===== config.mk =====
export PLATFORM = sky130hd
export DESIGN_NAME = oam_dma_ctrl
export DESIGN_NICKNAME = d
export VERILOG_FILES = /design/src/rtl/nes_bus_pkg.sv /design/src/rtl/oam_dma_ctrl.sv
export SDC_FILE = /design/constraint.sdc
export NUM_CORES = 1
export LEC_CHECK = 0
export BUFFER_PORTS_ARGS = -buffer_cell sky130_fd_sc_hd__buf_2
export CAP_MARGIN = 20
export CORE_MARGIN = 2
export CORE_UTILIZATION = 46
export CTS_BUF_LIST = sky130_fd_sc_hd__clkbuf_8
export DETAILED_ROUTE_END_ITERATION = 10
export PLACE_DENSITY = 0.89
export SKIP_CTS_REPAIR_TIMING = 1
export SLEW_MARGIN = 25
export SYNTH_ARGS = -nofsm -noshare
export SYNTH_HDL_FRONTEND = slang
export SYNTH_SLANG_ARGS = --single-unit

===== constraint.sdc =====
create_clock -name sys_clk -period 1.6 [get_ports sys_clk]
set_input_delay 0 -clock sys_clk [delete_from_list [all_inputs] [get_ports sys_clk]]
set_output_delay 0 -clock sys_clk [all_outputs]
set_load 0.02 [all_outputs]

===== src/rtl/nes_bus_pkg.sv =====
`default_nettype none
// ============================================================================
//  Module      : nes_bus_pkg
//  Description : Shared NES CPU-bus constants and the OAM DMA state encoding.
//  Revision    : 1.0  initial release
// ============================================================================
package nes_bus_pkg;

    // CPU write to this address starts a sprite DMA; data byte is the source page
    localparam logic [15:0] ADDR_OAMDMA   = 16'h4014;
    // PPU OAMDATA port, destination of every DMA write cycle
    localparam logic [15:0] ADDR_OAMDATA  = 16'h2004;
    // sys_clk cycles per CPU cycle; the clock generator uses it to build cpu_ce
    localparam int          CPU_CYCLE_DIV = 12;

    typedef enum logic [2:0] {
        IDLE  = 3'd0,
        HALT  = 3'd1,
        ALIGN = 3'd2,
        READ  = 3'd3,
        WRITE = 3'd4
    } dma_state_t;

endpackage
`default_nettype wire


===== src/rtl/oam_dma_ctrl.sv =====
`default_nettype none
// ============================================================================
//  Module      : oam_dma_ctrl
//  Description : Sprite OAM DMA sequencer. On a CPU write to $4014 it stalls
//                the CPU through RDY, takes the bus and copies one page to
//                OAMDATA as alternating read/write CPU cycles.
//  Revision    : 1.0  initial release
// ============================================================================
module oam_dma_ctrl
    import nes_bus_pkg::*;
#(
    parameter logic [15:0] DMA_REG_ADDR  = ADDR_OAMDMA,
    parameter logic [15:0] OAM_DATA_ADDR = ADDR_OAMDATA,
    parameter int          XFER_LEN      = 256
) (
    input  logic        sys_clk,
    input  logic        rst,
    input  logic        i_cpu_ce,
    input  logic [15:0] i_cpu_addr,
    input  logic [7:0]  i_cpu_dout,
    input  logic        i_cpu_we,
    input  logic [7:0]  i_bus_rdata,
    output logic        o_dma_rdy,
    output logic        o_dma_active,
    output logic [15:0] o_dma_addr,
    output logic [7:0]  o_dma_wdata,
    output logic        o_dma_we,
    output logic [15:0] o_bus_addr,
    output logic [7:0]  o_bus_wdata,
    output logic        o_bus_we
);

    // Index of the final byte; idx is 8 bits so {page,idx} never carries
    localparam logic [7:0] c_LAST_IDX = 8'(XFER_LEN - 1);

    dma_state_t  r_state, w_nxt_state;
    logic [7:0]  r_page,  w_nxt_page;
    logic [7:0]  r_idx,   w_nxt_idx;
    logic        r_par,   w_nxt_par;
    logic        r_rdy,   w_nxt_rdy;
    logic        r_active, w_nxt_active;
    logic [15:0] r_addr,  w_nxt_addr;
    logic [7:0]  r_wdata, w_nxt_wdata;
    logic        r_we,    w_nxt_we;

    // Next-state and next-output values; registered outputs describe the state being entered
    always_comb begin
        w_nxt_state  = r_state;
        w_nxt_page   = r_page;
        w_nxt_idx    = r_idx;
        w_nxt_par    = ~r_par;
        w_nxt_rdy    = r_rdy;
        w_nxt_active = r_active;
        w_nxt_addr   = r_addr;
        w_nxt_wdata  = r_wdata;
        w_nxt_we     = r_we;
        case (r_state)
            IDLE: begin
                if (i_cpu_we && (i_cpu_addr == DMA_REG_ADDR)) begin
                    w_nxt_state = HALT;
                    w_nxt_page  = i_cpu_dout;
                    w_nxt_rdy   = 1'b0;
                end
            end
            HALT: begin
                // RDY only stalls the 6502 on a read, so wait for one
                if (!i_cpu_we) begin
                    w_nxt_active = 1'b1;
                    w_nxt_we     = 1'b0;
                    if (w_nxt_par) begin
                        w_nxt_state = ALIGN;
                    end else begin
                        w_nxt_state = READ;
                        w_nxt_addr  = {r_page, r_idx};
                    end
                end
            end
            ALIGN: begin
                w_nxt_state = READ;
                w_nxt_addr  = {r_page, r_idx};
                w_nxt_we    = 1'b0;
            end
            READ: begin
                w_nxt_state = WRITE;
                w_nxt_wdata = i_bus_rdata;
                w_nxt_addr  = OAM_DATA_ADDR;
                w_nxt_we    = 1'b1;
            end
            WRITE: begin
                w_nxt_we = 1'b0;
                if (r_idx == c_LAST_IDX) begin
                    w_nxt_state  = IDLE;
                    w_nxt_rdy    = 1'b1;
                    w_nxt_active = 1'b0;
                    w_nxt_idx    = 8'd0;
                end else begin
                    w_nxt_state = READ;
                    w_nxt_idx   = r_idx + 8'd1;
                    w_nxt_addr  = {r_page, r_idx + 8'd1};
                end
            end
            default: begin
                w_nxt_state = IDLE;
            end
        endcase
    end

    // State and output registers advance only on CPU-cycle strobes
    always_ff @(posedge sys_clk) begin
        if (rst) begin
            r_state  <= IDLE;
            r_page   <= 8'd0;
            r_idx    <= 8'd0;
            r_par    <= 1'b0;
            r_rdy    <= 1'b1;
            r_active <= 1'b0;
            r_addr   <= 16'd0;
            r_wdata  <= 8'd0;
            r_we     <= 1'b0;
        end else if (i_cpu_ce) begin
            r_state  <= w_nxt_state;
            r_page   <= w_nxt_page;
            r_idx    <= w_nxt_idx;
            r_par    <= w_nxt_par;
            r_rdy    <= w_nxt_rdy;
            r_active <= w_nxt_active;
            r_addr   <= w_nxt_addr;
            r_wdata  <= w_nxt_wdata;
            r_we     <= w_nxt_we;
        end
    end

    assign o_dma_rdy    = r_rdy;
    assign o_dma_active = r_active;
    assign o_dma_addr   = r_addr;
    assign o_dma_wdata  = r_wdata;
    assign o_dma_we     = r_we;

    // Bus ownership mux in front of the RAM/PPU/PRG decoder
    assign o_bus_addr  = r_active ? r_addr  : i_cpu_addr;
    assign o_bus_wdata = r_active ? r_wdata : i_cpu_dout;
    assign o_bus_we    = r_active ? r_we    : i_cpu_we;

endmodule
`default_nettype wire


==> impl_results.md <==
- Status: complete, but fails checks
- Failing checks: negative hold slack
- I/O Pins: 88
- Pin count of the biggest net entering global routing: 31
- Slew @ Worst Pin: about 530 ps
- Setup Viol. Count Final: 0
- Core Util, Final: 66.6%
- Vias in the first global route: 2330
- Hold WC Path Type: in -> reg
- EDFF count, synth: 0
- Vias: ~2700
- Asr flop ratio synth: 0%
- Tmin final: 1600 ps
- Number of nets in the layout: 454
- Max-slew violations: 0
- Seq/Total Area, Yosys: a little under two fifths
- TritonCTS Buffers: 5
- Main synth FF type: dfxtp_1
- Layout Cells excl Fill: 488
- Maxcap violations: 0
- CTS max path bufs: 2
- Drt initial violations: approximately 230
- Pwr Total: approximately 2.4 mW
- Reg-to-reg setup timing slack: 3 ps
- Design Area, Final: about 0.0034 mm²
- Synth cell types: 49
- Grt met2 use: 39.0%
- Worst Reg-to-Reg Cells: 7
- Setup CP Type: reg -> reg
- First-pass GRT wire length: 11200 µm
- Slew HR: between 60% and 70%
- M1 GR Usage: slightly above 30%
- DRT Pass-1 Iters: 5
- Wirelength per Cell: 16.2 µm
- CTS tree: built
- Crit path from: r_state[1]
- GPL Wtd Cong: 0.883
- Startpoint class of the critical path: register
- Final period util: between 90 and 100%
- Number of synthesized register bits: 47
- DRC errors left: 0
- Cell taking the most area after synthesis: dfxtp_1
- Worst-path clk slew: ~90 ps
- Busiest grt layer: met2
- Initial Util: 48.1%
- Crit-path max FO: 6
- Syn-to-layout area delta: 38.4%
- Synth warn: 0
- Inst Count DP: between 400 and 500
- Clock sink count: 47
- Layout cells sized above 1: 41.6%
- Maximum clock frequency: approximately 0.63 GHz
- Hold WS: -29.8 ps
- Antenna diode count: 0
- PD cells: 690 mW/mm²
- Synth Instances: 299
- Maximum vdd drop: just over 0.0006 V
- Critical Path RT: roughly 1800 ps
- GR Layer Usage met3: 4.88%
- Critical R2R Launch: r_state[1]
- Worst clock skew: 8.20 ps
- Syn nets: around 340
- WL final: 7910 µm
- Total GRT Usage: approximately a quarter
- # rows: 26
- Die Span X: 77.3 µm
- Most common cell in the synthesized netlist: dfxtp_1
- Worst setup EP type: register
- Post-Syn Area per Cell: 8.27 µm²
- Via density: 5.48
- WP data arrival: 1840 ps
- Synth top area share: 38.0%
- Final Hold Viols: 2
- Core area: 0.00514 mm²
- Most frequent cells after synthesis: 47 x dfxtp_1, 42 x nand2_1, 34 x nor2_1
- H-tree lvl count: 2
- Post-Synthesis Cell Area: 0.00247 mm²
- FF-to-FF End: o_dma_addr[7]
- Insertion delay to the later sink of the worst-skew pair: between 300 and 400 ps
- LEAKAGE: 1.43 nW
- Synth top area cells: dfxtp_1 38%, mux2_2 11%, nand2_1 6.4%
- CP endpoint: o_dma_addr[7]
- Placed inst area: approximately 0.0031 mm²
- CTS root buffer: clkbuf_8
- DP HPWL: 5380 µm
- Die height: 77.3 µm
- GRT Residual Overflow: 0
- Initial antenna violation count: 0
- I/O Buffers: 87
- Routed Antenna Nets: 0
- Die footprint: 0.00598 mm²
layout by cell type (no fill, tap or decap), types with 3 or more instances in the layout:
master	instances
clkbuf_8	6
nand3b_1	3
nor3_1	11
dfxtp_2	4
buf_2	88
o21ai_0	9
nand2_1	42
dlygate4sd3_1	13
dfxtp_1	41
a211oi_1	3
buf_4	30
inv_1	5
a21oi_1	29
nand3_1	16
mux2i_1	9
nor2_1	33
nor3_2	4
xor2_1	3
mux2_2	24
sequential cells by signal, indices dropped and copies added, names as in the netlist:
signal        cells
r_par             1
r_idx             8
o_dma_active      1
o_dma_addr       16
o_dma_rdy         1
r_state           3
r_page            8
o_dma_wdata       8
o_dma_we          1
layer usage:
| metal | vias to the layer above | part of all wire, % |
|---|---|---|
| met1 | 1242 | 42 |
| met4 | 0 | 2.4 |
| met2 | 129 | 49 |
| li1 | 1282 | - |
| met3 | 20 | 7.2 |
| met5 | - | 0 |
worst max-delay path: stages (launching register included):
cell and delay [ps]:
dfxtp_2 360, buf_4 150, nor3b_1 220, buf_4 170, nand4_1 130, mux2i_1 260, nor2_1 100, nor3_2 150
how the worst min path moves through the flow:
stage	startpoint	endpoint	cells after the start
2_1_floorplan	i_bus_rdata[0]	o_dma_wdata[0]	2
3_3_place_gp	i_bus_rdata[4]	o_dma_wdata[4]	3
3_5_place_dp	i_bus_rdata[1]	o_dma_wdata[1]	3
4_1_cts	i_bus_rdata[1]	o_dma_wdata[1]	3
5_1_grt	i_cpu_dout[2]	r_page[2]	3
6_report	i_cpu_dout[2]	r_page[2]	3
per-stage QoR:
step | TNS, ps | setup WS (ps)
3_5_place_dp | -130 | -51.7
5_1_grt | -196 | -61.7
3_3_place_gp | 0 | 38.1
6_report | 0 | 2.57
2_1_floorplan | 0 | 19.4
4_1_cts | -245 | -79.2
area by class of cell:
| cell class | instances | area [µm²] |
|---|---|---|
| fill | 406 | 1720 |
| multi-input combinational | 226 | 1430 |
| sequential | 47 | 953 |
| timing repair buffer | 132 | 816 |
| tap | 70 | 87.6 |
| clock buffer | 6 | 82.6 |
| clock inverter | 2 | 38.8 |
| inverter | 5 | 18.8 |
power breakdown:
part           internal [mW]  switching [mW]
combinational          0.110           0.129
clock                  0.515           0.437
sequential              1.17         0.00226
cells by family (layout without fill, tap and decap cells):
logic type | count (synthesis) | in the layout | share of synthesized area [%]
xor gates and xnor gates | 5 | 5 | 1.77
muxes | 33 | 33 | 14.6
and+or+nand+nor | 132 | 132 | 25.5
adders and majority gates | 1 | 1 | 0.506
buffers and inverters | 26 | 145 | 5.72
AOI/OAI and AO/OA | 55 | 55 | 13.9
DFF | 47 | 47 | 38.0
(Power assumes the default switching activity.)
